--- src/rtl/pipe_ctrl_gen_pkg.sv ---
// ============================================================================
// pipe_ctrl_gen_pkg : shared constants for the pipeline hazard/exception controller
// Revision: 1.0
// ============================================================================
`default_nettype none

package pipe_ctrl_gen_pkg;

    localparam logic [3:0]  EXC_NULL_CODE   = 4'd0;
    localparam logic [3:0]  EXC_ERET_CODE   = 4'd1;
    localparam logic [31:0] INIT_PC_VAL     = 32'hbfc00000;
    localparam logic [31:0] EXC_OFFSET_VAL  = 32'h180;

    localparam logic [1:0]  ST_IDLE  = 2'b00;
    localparam logic [1:0]  ST_PEND  = 2'b01;
    localparam logic [1:0]  ST_FLUSH = 2'b10;

endpackage

`default_nettype wire

--- src/rtl/pipe_ctrl_gen_stall_vector_gen.sv ---
// ============================================================================
// stall_vector_gen : priority-thermometer encoder turning stall requests into
//                    per-stage stall and bubble vectors (STAGES >= 2)
// Revision: 1.0
// ============================================================================
`default_nettype none

module stall_vector_gen #(
    parameter int STAGES = 6
) (
    input  logic [STAGES-1:0] stall_req,
    input  logic              stall_all,
    input  logic              flush,
    output logic [STAGES-1:0] stall,
    output logic [STAGES-1:0] bubble
);

    logic [STAGES-1:0] w_therm;
    logic              w_acc;

    // Every stage at or below the highest requester must hold.
    always_comb begin
        w_acc   = 1'b0;
        w_therm = '0;
        for (int i = STAGES - 1; i >= 0; i--) begin
            w_acc      = w_acc | stall_req[i];
            w_therm[i] = w_acc;
        end
    end

    always_comb begin
        stall  = '0;
        bubble = '0;
        if (stall_all) begin
            stall = '1;
        end else if (!flush) begin
            stall = w_therm;
        end
        if (!flush) begin
            bubble = {stall[STAGES-2:0] & ~stall[STAGES-1:1], 1'b0};
        end
    end

endmodule

`default_nettype wire

--- src/rtl/pipe_ctrl_gen.sv ---
// ============================================================================
// pipe_ctrl_gen : pipeline stall/bubble generation, flush sequencing with PC
//                 redirect, and exception deferral across global freezes
// Revision: 1.0
// ============================================================================
`default_nettype none

module pipe_ctrl_gen
    import pipe_ctrl_gen_pkg::*;
#(
    parameter int                STAGES     = 6,
    parameter int                ADDR_W     = 32,
    parameter int                EXC_W      = 4,
    parameter logic [EXC_W-1:0]  EXC_NULL   = EXC_W'(EXC_NULL_CODE),
    parameter logic [EXC_W-1:0]  EXC_ERET   = EXC_W'(EXC_ERET_CODE),
    parameter int                FLUSH_LEN  = 1,
    parameter logic [ADDR_W-1:0] INIT_PC    = ADDR_W'(INIT_PC_VAL),
    parameter logic [ADDR_W-1:0] EXC_OFFSET = ADDR_W'(EXC_OFFSET_VAL)
) (
    input  logic              clk,
    input  logic              rst,
    input  logic [STAGES-1:0] stall_req,
    input  logic              stall_all,
    input  logic [EXC_W-1:0]  exception_type,
    input  logic [ADDR_W-1:0] cp0_epc,
    input  logic [ADDR_W-1:0] exc_base,
    input  logic              perf_clr,
    output logic [STAGES-1:0] stall,
    output logic [STAGES-1:0] bubble,
    output logic              flush,
    output logic              redirect_valid,
    output logic [ADDR_W-1:0] redirect_pc,
    output logic              exc_pending,
    output logic [31:0]       stall_cycles
);

    localparam int CNT_W = $clog2(FLUSH_LEN + 1);

    logic [1:0]        r_state;
    logic [CNT_W-1:0]  r_count;
    logic [ADDR_W-1:0] r_target;
    logic [ADDR_W-1:0] r_last_pc;
    logic [31:0]       r_stall_cycles;

    logic              w_exc_valid;
    logic              w_accept;
    logic [ADDR_W-1:0] w_new_target;
    logic [ADDR_W-1:0] w_accept_target;

    assign w_exc_valid     = (exception_type != EXC_NULL);
    assign w_new_target    = (exception_type == EXC_ERET) ? cp0_epc : (exc_base + EXC_OFFSET);
    assign w_accept        = !stall_all && (((r_state == ST_IDLE) && w_exc_valid) || (r_state == ST_PEND));
    // A deferred exception redirects to the target captured when it arrived.
    assign w_accept_target = (r_state == ST_PEND) ? r_target : w_new_target;

    assign flush          = w_accept || (r_state == ST_FLUSH);
    assign redirect_valid = w_accept;
    assign redirect_pc    = w_accept ? w_accept_target : r_last_pc;
    assign exc_pending    = (r_state == ST_PEND);
    assign stall_cycles   = r_stall_cycles;

    stall_vector_gen #(
        .STAGES (STAGES)
    ) u_stall_vector_gen (
        .stall_req (stall_req),
        .stall_all (stall_all),
        .flush     (flush),
        .stall     (stall),
        .bubble    (bubble)
    );

    always_ff @(posedge clk or negedge rst) begin
        if (!rst) begin
            r_state        <= ST_IDLE;
            r_count        <= '0;
            r_target       <= '0;
            r_last_pc      <= INIT_PC;
            r_stall_cycles <= '0;
        end else begin
            case (r_state)
                ST_IDLE, ST_PEND: begin
                    if ((r_state == ST_IDLE) && w_exc_valid && stall_all) begin
                        r_state  <= ST_PEND;
                        r_target <= w_new_target;
                    end else if (w_accept) begin
                        // The accept cycle is the first flush cycle.
                        if (FLUSH_LEN > 1) begin
                            r_state <= ST_FLUSH;
                            r_count <= CNT_W'(FLUSH_LEN - 1);
                        end else begin
                            r_state <= ST_IDLE;
                        end
                    end
                end
                ST_FLUSH: begin
                    if (!stall_all) begin
                        r_count <= r_count - 1'b1;
                        if (r_count == CNT_W'(1)) begin
                            r_state <= ST_IDLE;
                        end
                    end
                end
                default: r_state <= ST_IDLE;
            endcase

            if (w_accept) begin
                r_last_pc <= w_accept_target;
            end

            if (perf_clr) begin
                r_stall_cycles <= '0;
            end else if (stall[0] && !flush && (r_stall_cycles != 32'hffffffff)) begin
                r_stall_cycles <= r_stall_cycles + 32'd1;
            end
        end
    end

endmodule

`default_nettype wire

--- config.mk ---
export PLATFORM = sky130hd
export DESIGN_NAME = pipe_ctrl_gen
export DESIGN_NICKNAME = d
export VERILOG_FILES = /design/src/rtl/pipe_ctrl_gen_pkg.sv /design/src/rtl/pipe_ctrl_gen_stall_vector_gen.sv /design/src/rtl/pipe_ctrl_gen.sv
export SDC_FILE = /design/constraint.sdc
export NUM_CORES = 1
export LEC_CHECK = 0
export ABC_AREA = 1
export CORE_UTILIZATION = 46
export DETAILED_ROUTE_END_ITERATION = 10
export PLACE_DENSITY = 0.78
export SETUP_SLACK_MARGIN = 0.1
export SLEW_MARGIN = 5
export SYNTH_ARGS = -nofsm -noshare
export SYNTH_HDL_FRONTEND = slang
export SYNTH_SLANG_ARGS = --single-unit
--- constraint.sdc ---
create_clock -name clk -period 1.7 [get_ports clk]
set_input_delay 0.34 -clock clk [delete_from_list [all_inputs] [get_ports clk]]
set_output_delay 0.34 -clock clk [all_outputs]
set_load 0.02 [all_outputs]
==> results by group, run 1 <==
Worst setup path
  – Critical Path Source Type: flip-flop
  – Worst EP arrival: 1.78 ns
  – Crit. End Element: output port
  – R2R depth: 12
  – Crit path kind: reg -> out
  – CP Data Required Time: 1.36 ns
  – Crit-path max FO: 7

Timing
  – Fin. Hold Viols: 0
  – Slew Limit Fails: 0
  – RSZ-0062 raised after global routing: yes
  – Crit share post-route: 125%
  – Fin Clk Skew: 0.00607 ns
  – Min Tclk post-route: 2.12 ns
  – Setup TNS: -21.41 ns
  – Final setup viols: 78
  – Final worst slack: -0.424 ns
  – Fmax: 471 MHz

Final layout
  – Synth-to-layout area growth: 78.0%
  – Fin nets: 1322
  – Final Instance Area: 11300 µm²
  – Share of cells above drive strength 1: 43.7%
  – Fill cell count: 758
  – Fin util: 84.7%
  – Antenna cells: 0

CTS
  – CTS clock-pin slew for the worst setup and hold paths: 0.08 ns
  – CTS tree: built
  – Clock Root Buffer: clkbuf_16
  – Bufs on Longest Clock Path: 2
  – Clk sink count: 97
  – Num CTS Buffers: 9
  – Clock latency on the worst-skew pair: 0.36 ns
  – Htree depth: 3

Logic synthesis
  – Simple-Gate Fraction of Synth Area: 40.5%
  – Largest family of logic cells by synthesized area: simple AND/OR/NAND/NOR gates
  – Mux cell area share after synthesis: 1.10%
  – Xor/xnor share of the synthesized area: 2.76%
  – Area of the mapped netlist: 6350 µm²
  – Gate Count Post-Synth: 919
  – Synth cell types: 38
  – Share of Yosys cell area claimed by the top area cell type: 34.7%
  – Seq/Total Area, Yosys: 38.4%
  – Syn Nets: 999
  – Post-synthesis adder-cell area fraction: 0.394%
  – Area leader, netlist: dfrtp_1
  – Synth Register Bits: 97
  – Top post-synthesis cells by area: dfrtp_1 (35%), nand2_1 (17%), nor2_1 (7.8%), nand3_1 (5.8%), o21ai_0 (3.9%)
  – Synth Warn #: 0
  – Synth Area in Compound Gates: 9.10%
  – Synth Area per Inst: 6.91 µm²

Route
  – Via count: 8018
  – Vias per cell: 5.63
  – Routed length per placed instance: 18.1 µm
  – Final WL: 25700 µm
  – Initial detailed-routing violation count: 842
  – Post-DRT Antenna Nets: 0
  – Initial DRT Pass Iterations: 9
  – DRC viols: 0

Global routing
  – Initial antenna violation count: 0
  – First-pass GRT wire length: 37700 µm
  – Number of global-route vias before repair: 7554
  – GR Util met3: 6.27%
  – Overall routing resource usage: 33.5%
  – Grt met2 use: 55.6%
  – Largest net degree at the start of global routing: 46
  – Met1 Usage GRT: 42.5%
  – Grt ovf: 0
  – GR peak layer: met2

Run status
  – Failing checks: setup timing
  – Status: finished, violations left

Floorplanning
  – Initial core utilization: 47.6%
  – Core ar.: 13300 µm²
  – Ports: 157
  – Row count: 42
  – Die Height: 120 µm
  – Full die area: 14300 µm²
  – Die W: 120 µm

Place
  – Placed Area: 9560 µm²
  – RD Place Congestion: 0.933
  – Post-place setup slack: -1.28 ns
  – Post-DP HPWL: 15000 µm
  – PortBufs: 155

Pwr
  – Leak: 5.28 nW
  – Pwr Density: 634 nW/µm²
  – Worst vdd ir: 0.730 mV

Run
  – Max cap viols: 0

Min path
  – Hold WC Path Type: in -> async
[critical path: stages, from the launching register on]
cell      delay, ns
dfrtp_2        0.43
clkinv_4       0.06
nand3_4        0.09
nand2_8        0.12
buf_12         0.17
buf_6          0.11
a21oi_2        0.03
o21ai_1        0.09
o21a_2         0.18
buf_6          0.12
[layout make-up]
type / count / area [µm²] / share of cell area [%]
inverters: 68 / 303 / 2.68
flip-flops and latches: 97 / 2440 / 21.6
clock buffers: 9 / 225 / 1.99
clock inverters: 7 / 72.6 / 0.642
multi-input cells: 715 / 4510 / 39.9
well taps: 176 / 220 / 1.95
repair buffers: 348 / 3470 / 30.7
repair inverters: 3 / 57.6 / 0.509
[cell families (layout without fill, tap and decap cells)]
family | Yosys count | after routing
fa+ha+maj | 2 | 2
other cells | 1 | 1
buf+inv | 107 | 435
mux | 7 | 7
xor+xnor | 20 | 20
compound gates | 107 | 107
flops | 97 | 97
simple gates | 578 | 578
[sequential cells by signal, summed over array words and instances, names as in the netlist]
signal / flops
r_target: 32
stall_cycles: 32
r_state: 1
r_last_pc: 32
[cell usage after synthesis]
cell type / n
a21oi_1: 35
a31oi_1: 6
and2_1: 1
buf_1: 3
buf_12: 2
buf_2: 6
buf_4: 6
buf_6: 3
clkbuf_1: 18
clkbuf_4: 1
clkinv_1: 3
conb_1: 1
dfrtp_1: 88
dfstp_2: 9
ha_1: 2
inv_1: 64
inv_2: 1
mux2i_1: 7
nand2_1: 292
nand2_2: 3
nand2_4: 5
nand3_1: 73
nand3_2: 22
nand4_1: 14
nor2_1: 132
nor2_2: 4
nor2_4: 3
nor3_1: 13
nor3b_1: 1
nor4_1: 2
o211ai_1: 3
o21a_1: 10
o21ai_0: 50
o21ai_1: 2
o21bai_1: 1
or2_2: 13
xnor2_1: 7
xor2_1: 13
[where the power goes]
group / internal [mW] / switching [mW]
logic: 1.14 / 1.20
clock network: 1.04 / 1.07
registers: 2.56 / 0.167
total: 4.74 / 2.43
[through the flow]
| step | power, mW | instances | hold WS, ns |
|---|---|---|---|
| after CTS | 6.92 | 1408 | 0.412 |
| after detailed placement | 4.55 | 1337 | 0.281 |
| after floorplan | 3.72 | 919 | 0.0444 |
| final | 7.17 | 1423 | 0.431 |
| after global placement | 4.51 | 1337 | 0.276 |
| after global routing | 7.42 | 1423 | 0.462 |
[placed cells by master, fill, tap and decap left out, types with 9 or more instances in the layout]
cell	instances
nand2_1	245
buf_4	140
dfrtp_1	84
nor2_1	82
buf_6	71
inv_1	56
nand3_2	51
clkdlybuf4s50_1	47
nand3_1	41
nand2_2	38
nor2_2	31
o21ai_0	27
nor2_4	26
dlygate4sd2_1	26
buf_12	22
a21oi_4	19
o21ai_1	16
nand2_4	15
buf_2	15
nand4_1	14
a21oi_2	14
xor2_1	13
or2_2	12
clkbuf_16	12
nor3_1	10
clkdlybuf4s15_1	9
dfstp_2	9
[path summary, 6_finish.rpt]
| path | startpoint | to | slack [ns] |
|---|---|---|---|
| max in group asynchronous | rst | r_last_pc[27] | 0.65 |
| worst max register to register | stall_cycles[1] | stall_cycles[19] | -0.25 |
| worst min-delay path | rst | r_last_pc[16] | 0.43 |
| worst max-delay path | r_state[0] | redirect_pc[9] | -0.42 |
| min in group clk | exc_base[7] | r_target[7] | 0.44 |
| worst min register to register | r_last_pc[29] | r_last_pc[29] | 0.49 |
[routing by layer]
metal,up-vias,share of wire [%]
li1,3608,-
met2,485,49
met4,0,4.0
met5,-,0
met3,118,8.4
met1,3807,39
[what timing repair did]
action                                  4_1_cts  5_1_grt
gates resized for setup                     518      126
endpoints found under the setup margin      147      112
pin swaps                                    54       48
cloned                                        8        4
hold buffers                                  1        0
endpoints found under the hold margin        21        0
buffers inserted                             55       16
Power figures use the tool's default switching activity.
==> inputs of run 2 (changes only) <==
- ABC_CLOCK_PERIOD_IN_PS: not set -> 1700
- CORE_ASPECT_RATIO: not set -> 1.75
==> run 2 against run 1 <==
  * Largest power group unchanged
  * Critical path depth is the same
  * Global-route usage up 4.1 points
  * Highest routed layer unchanged
  * Fmax decreased by 3.2%
  * The run still ends with setup timing left
  * Non-clock buffer count is 4 lower
  * Hold slack worse by 0.0054 ns
  * Power shrank 2.3%
  * Worst setup slack worse by 0.071 ns
  * Wire length up 9.9%
  * Register-to-register slack worse by 0.13 ns
  * Final cell count decreased by 0.35%
  * Die area grew 0.12%
  * Largest cell class unchanged
  * Via count grew 1.2%
==> results by group, run 2 (synthesis gave the netlist of run 1 again) <==
CTS
  – Bufs on Longest Clock Path: 2 (unchanged)
  – Num CTS Buffers: 9 (unchanged)
  – Clk sink count: 97 (unchanged)
  – Htree depth: 3 (unchanged)
  – Clock latency on the worst-skew pair: 0.36 ns (about the same)
  – Clock Root Buffer: clkbuf_16 (unchanged)
  – CTS clock-pin slew for the worst setup and hold paths: 0.07 ns (was 0.08 ns)
  – CTS tree: built (unchanged)

Place
  – Post-DP HPWL: 16700 µm (was 15000 µm)
  – PortBufs: 155 (unchanged)
  – Post-place setup slack: -1.28 ns (about the same)
  – RD Place Congestion: 1.03 (was 0.933)
  – Placed Area: 9680 µm² (was 9560 µm²)
  – Placed Cells: 1352 (was 1337)

Pwr
  – Leak: 5.20 nW (was 5.28 nW)
  – Sequential power share: 39.2% (was 38.1%)
  – P_int: 4.64 mW (was 4.74 mW)
  – Worst vdd ir: 0.501 mV (was 0.730 mV)
  – Pwr Density: 623 nW/µm² (was 634 nW/µm²)
  – Overall Power: 7.00 mW (was 7.17 mW)
  – Psw: 2.37 mW (was 2.43 mW)
  – Combinational Power Share: 32.5% (about the same)
  – Switching share of power: 33.8% (was 33.9%)
  – Clock group share of total power: 28.4% (was 29.4%)

Route
  – Vias per cell: 5.72 (was 5.63)
  – Routed length per placed instance: 19.9 µm (was 18.1 µm)
  – Initial detailed-routing violation count: 591 (was 842)
  – Initial DRT Pass Iterations: 6 (was 9)
  – Final WL: 28200 µm (was 25700 µm)
  – DRC viols: 0 (unchanged)
  – Post-DRT Antenna Nets: 0 (unchanged)
  – Via count: 8117 (was 8018)

Floorplanning
  – Initial core utilization: 47.2% (was 47.6%)
  – Ports: 157 (unchanged)
  – Row count: 56 (was 42)
  – Core ar.: 13500 µm² (was 13300 µm²)
  – Full die area: 14300 µm² (about the same)
  – Die Height: 157 µm (was 120 µm)
  – Die W: 90.8 µm (was 120 µm)

Global routing
  – Grt ovf: 0 (unchanged)
  – Initial antenna violation count: 0 (unchanged)
  – Overall routing resource usage: 37.7% (was 33.5%)
  – First-pass GRT wire length: 41500 µm (was 37700 µm)
  – Number of global-route vias before repair: 8165 (was 7554)
  – Largest net degree at the start of global routing: 46 (unchanged)

Final layout
  – Fin util: 83.6% (was 84.7%)
  – Fill cell count: 778 (was 758)
  – Antenna cells: 0 (unchanged)
  – Commonest non-fill, non-tap cells in the layout: nand2_1 (219), buf_4 (153), nor2_1 (95) (was nand2_1 (245), buf_4 (140), dfrtp_1 (84))
  – Final Instance Area: 11200 µm² (was 11300 µm²)
  – Synth-to-layout area growth: 77.1% (was 78.0%)
  – Commonest non-fill, non-tap cell in the layout: nand2_1 (unchanged)
  – Post-Layout Cell Count: 1418 (was 1423)
  – Fin nets: 1319 (was 1322)
  – Share of cells above drive strength 1: 43.8% (was 43.7%)

Timing
  – Normalized max-slew margin: 65.9%
  – Fin. Hold Viols: 0 (unchanged)
  – Worst-margin pin slew: 0.512 ns
  – RSZ-0062 raised after global routing: yes (unchanged)
  – Final worst slack: -0.495 ns (was -0.424 ns)
  – Fin Clk Skew: 0.0192 ns (was 0.00607 ns)
  – Final setup viols: 80 (was 78)
  – Fmax: 456 MHz (was 471 MHz)
  – Min Tclk post-route: 2.20 ns (was 2.12 ns)
  – Slew Limit Fails: 0 (unchanged)
  – Crit share post-route: 129% (was 125%)

Worst setup path
  – Crit. End Element: output port (unchanged)
  – Worst EP arrival: 1.86 ns (was 1.78 ns)
  – Crit-path max FO: 3 (was 7)
  – Crit path kind: in -> out (was reg -> out)
  – CP Data Required Time: 1.36 ns (about the same)
  – Crit-path cells: clkdlybuf4s15_1 -> nand2_2 -> nor2_2 -> nand2_1 -> o21ai_0 -> nand3_2 -> o211ai_1 -> a21oi_4 -> buf_6 (was clkinv_4 -> nand3_4 -> nand2_8 -> buf_12 -> buf_6 -> a21oi_2 -> o21ai_1 -> o21a_2 -> buf_6)
  – Crit path largest cell delay: 0.33 ns (was 0.43 ns)
  – Critical Path Source Type: primary input (was flip-flop)
  – Slowest cell on crit path: o21ai_0 (was dfrtp_2)

Run status
  – Status: finished, violations left (unchanged)
  – Failing checks: setup timing (unchanged)

Min path
  – Hold WC Path Type: in -> reg (was in -> async)

Run
  – Max cap viols: 0 (unchanged)
run 2: cell count changes in the layout (fill, tap and decap cells not counted), moves of 14 or more:
cell / previous run / this run
buf_6: 71 / 45
nand2_1: 245 / 219
nand2_2: 38 / 52
nand3_1: 41 / 55
run 2: final cells by class:
cell class,instances,area (µm²),share of cell area [%]
clock buffer,9,225,2.00
clock inverter,7,52.6,0.467
inverter,68,299,2.66
multi-input combinational,716,4580,40.8
sequential,97,2440,21.7
tap,174,218,1.94
timing repair buffer,344,3350,29.8
timing repair inverter,3,76.3,0.679
run 2: metal layers:
metal	vias up	wire, µm	GRT usage [%]
met5	-	0	0
met4	0	1930	25.3
met3	161	2030	5.65
met2	524	15100	70.7
met1	3841	9160	38.0
li1	3591	-	-
run 2: repair_timing:
| action | CTS | global route |
|---|---|---|
| endpoints found under the setup margin | 172 | 108 |
| hold buffers | 1 | 0 |
| buffers inserted | 33 | 6 |
| gates resized for setup | 484 | 110 |
| hold endpoints to repair | 21 | 0 |
| gates cloned | 12 | 2 |
| pin swaps | 65 | 49 |
run 2: worst paths after layout:
check / start / end / slack (ns) / cells after the start
max in group asynchronous: rst / stall_cycles[2] / 0.61 / 3
worst min register to register: r_last_pc[28] / r_last_pc[28] / 0.48 / 2
worst min-delay path: exc_base[7] / r_target[7] / 0.43 / 4
worst max-delay path: exc_base[18] / redirect_pc[21] / -0.50 / 9
worst max register to register: stall_cycles[0] / stall_cycles[13] / -0.38 / 12
min in group asynchronous: rst / r_target[11] / 0.47 / 2
run 2: per-stage QoR:
step / setup TNS (ns) / hold slack [ns]
floorplan: -0.615 / 0.0444
global placement: -94.62 / 0.325
detailed placement: -96.84 / 0.330
CTS: -22.39 / 0.356
global route: -29.53 / 0.441
finish: -24.50 / 0.425
run 2: power by group through the flow:
stage	Clock [mW]	Sequential [mW]	Combinational (mW)
5_1_grt	2.08	2.76	2.39
3_5_place_dp	0	2.76	1.83
4_1_cts	1.98	2.72	2.11
6_report	1.99	2.74	2.27
2_1_floorplan	0	2.74	0.980
3_3_place_gp	0	2.74	1.80
run 2: worst max-delay path: cells and delay by family:
kind / cells / cell delay (ns)
AOI/OAI and AO/OA: 3 / 0.62
buffers and inverters: 2 / 0.39
and+or+nand+nor: 4 / 0.50
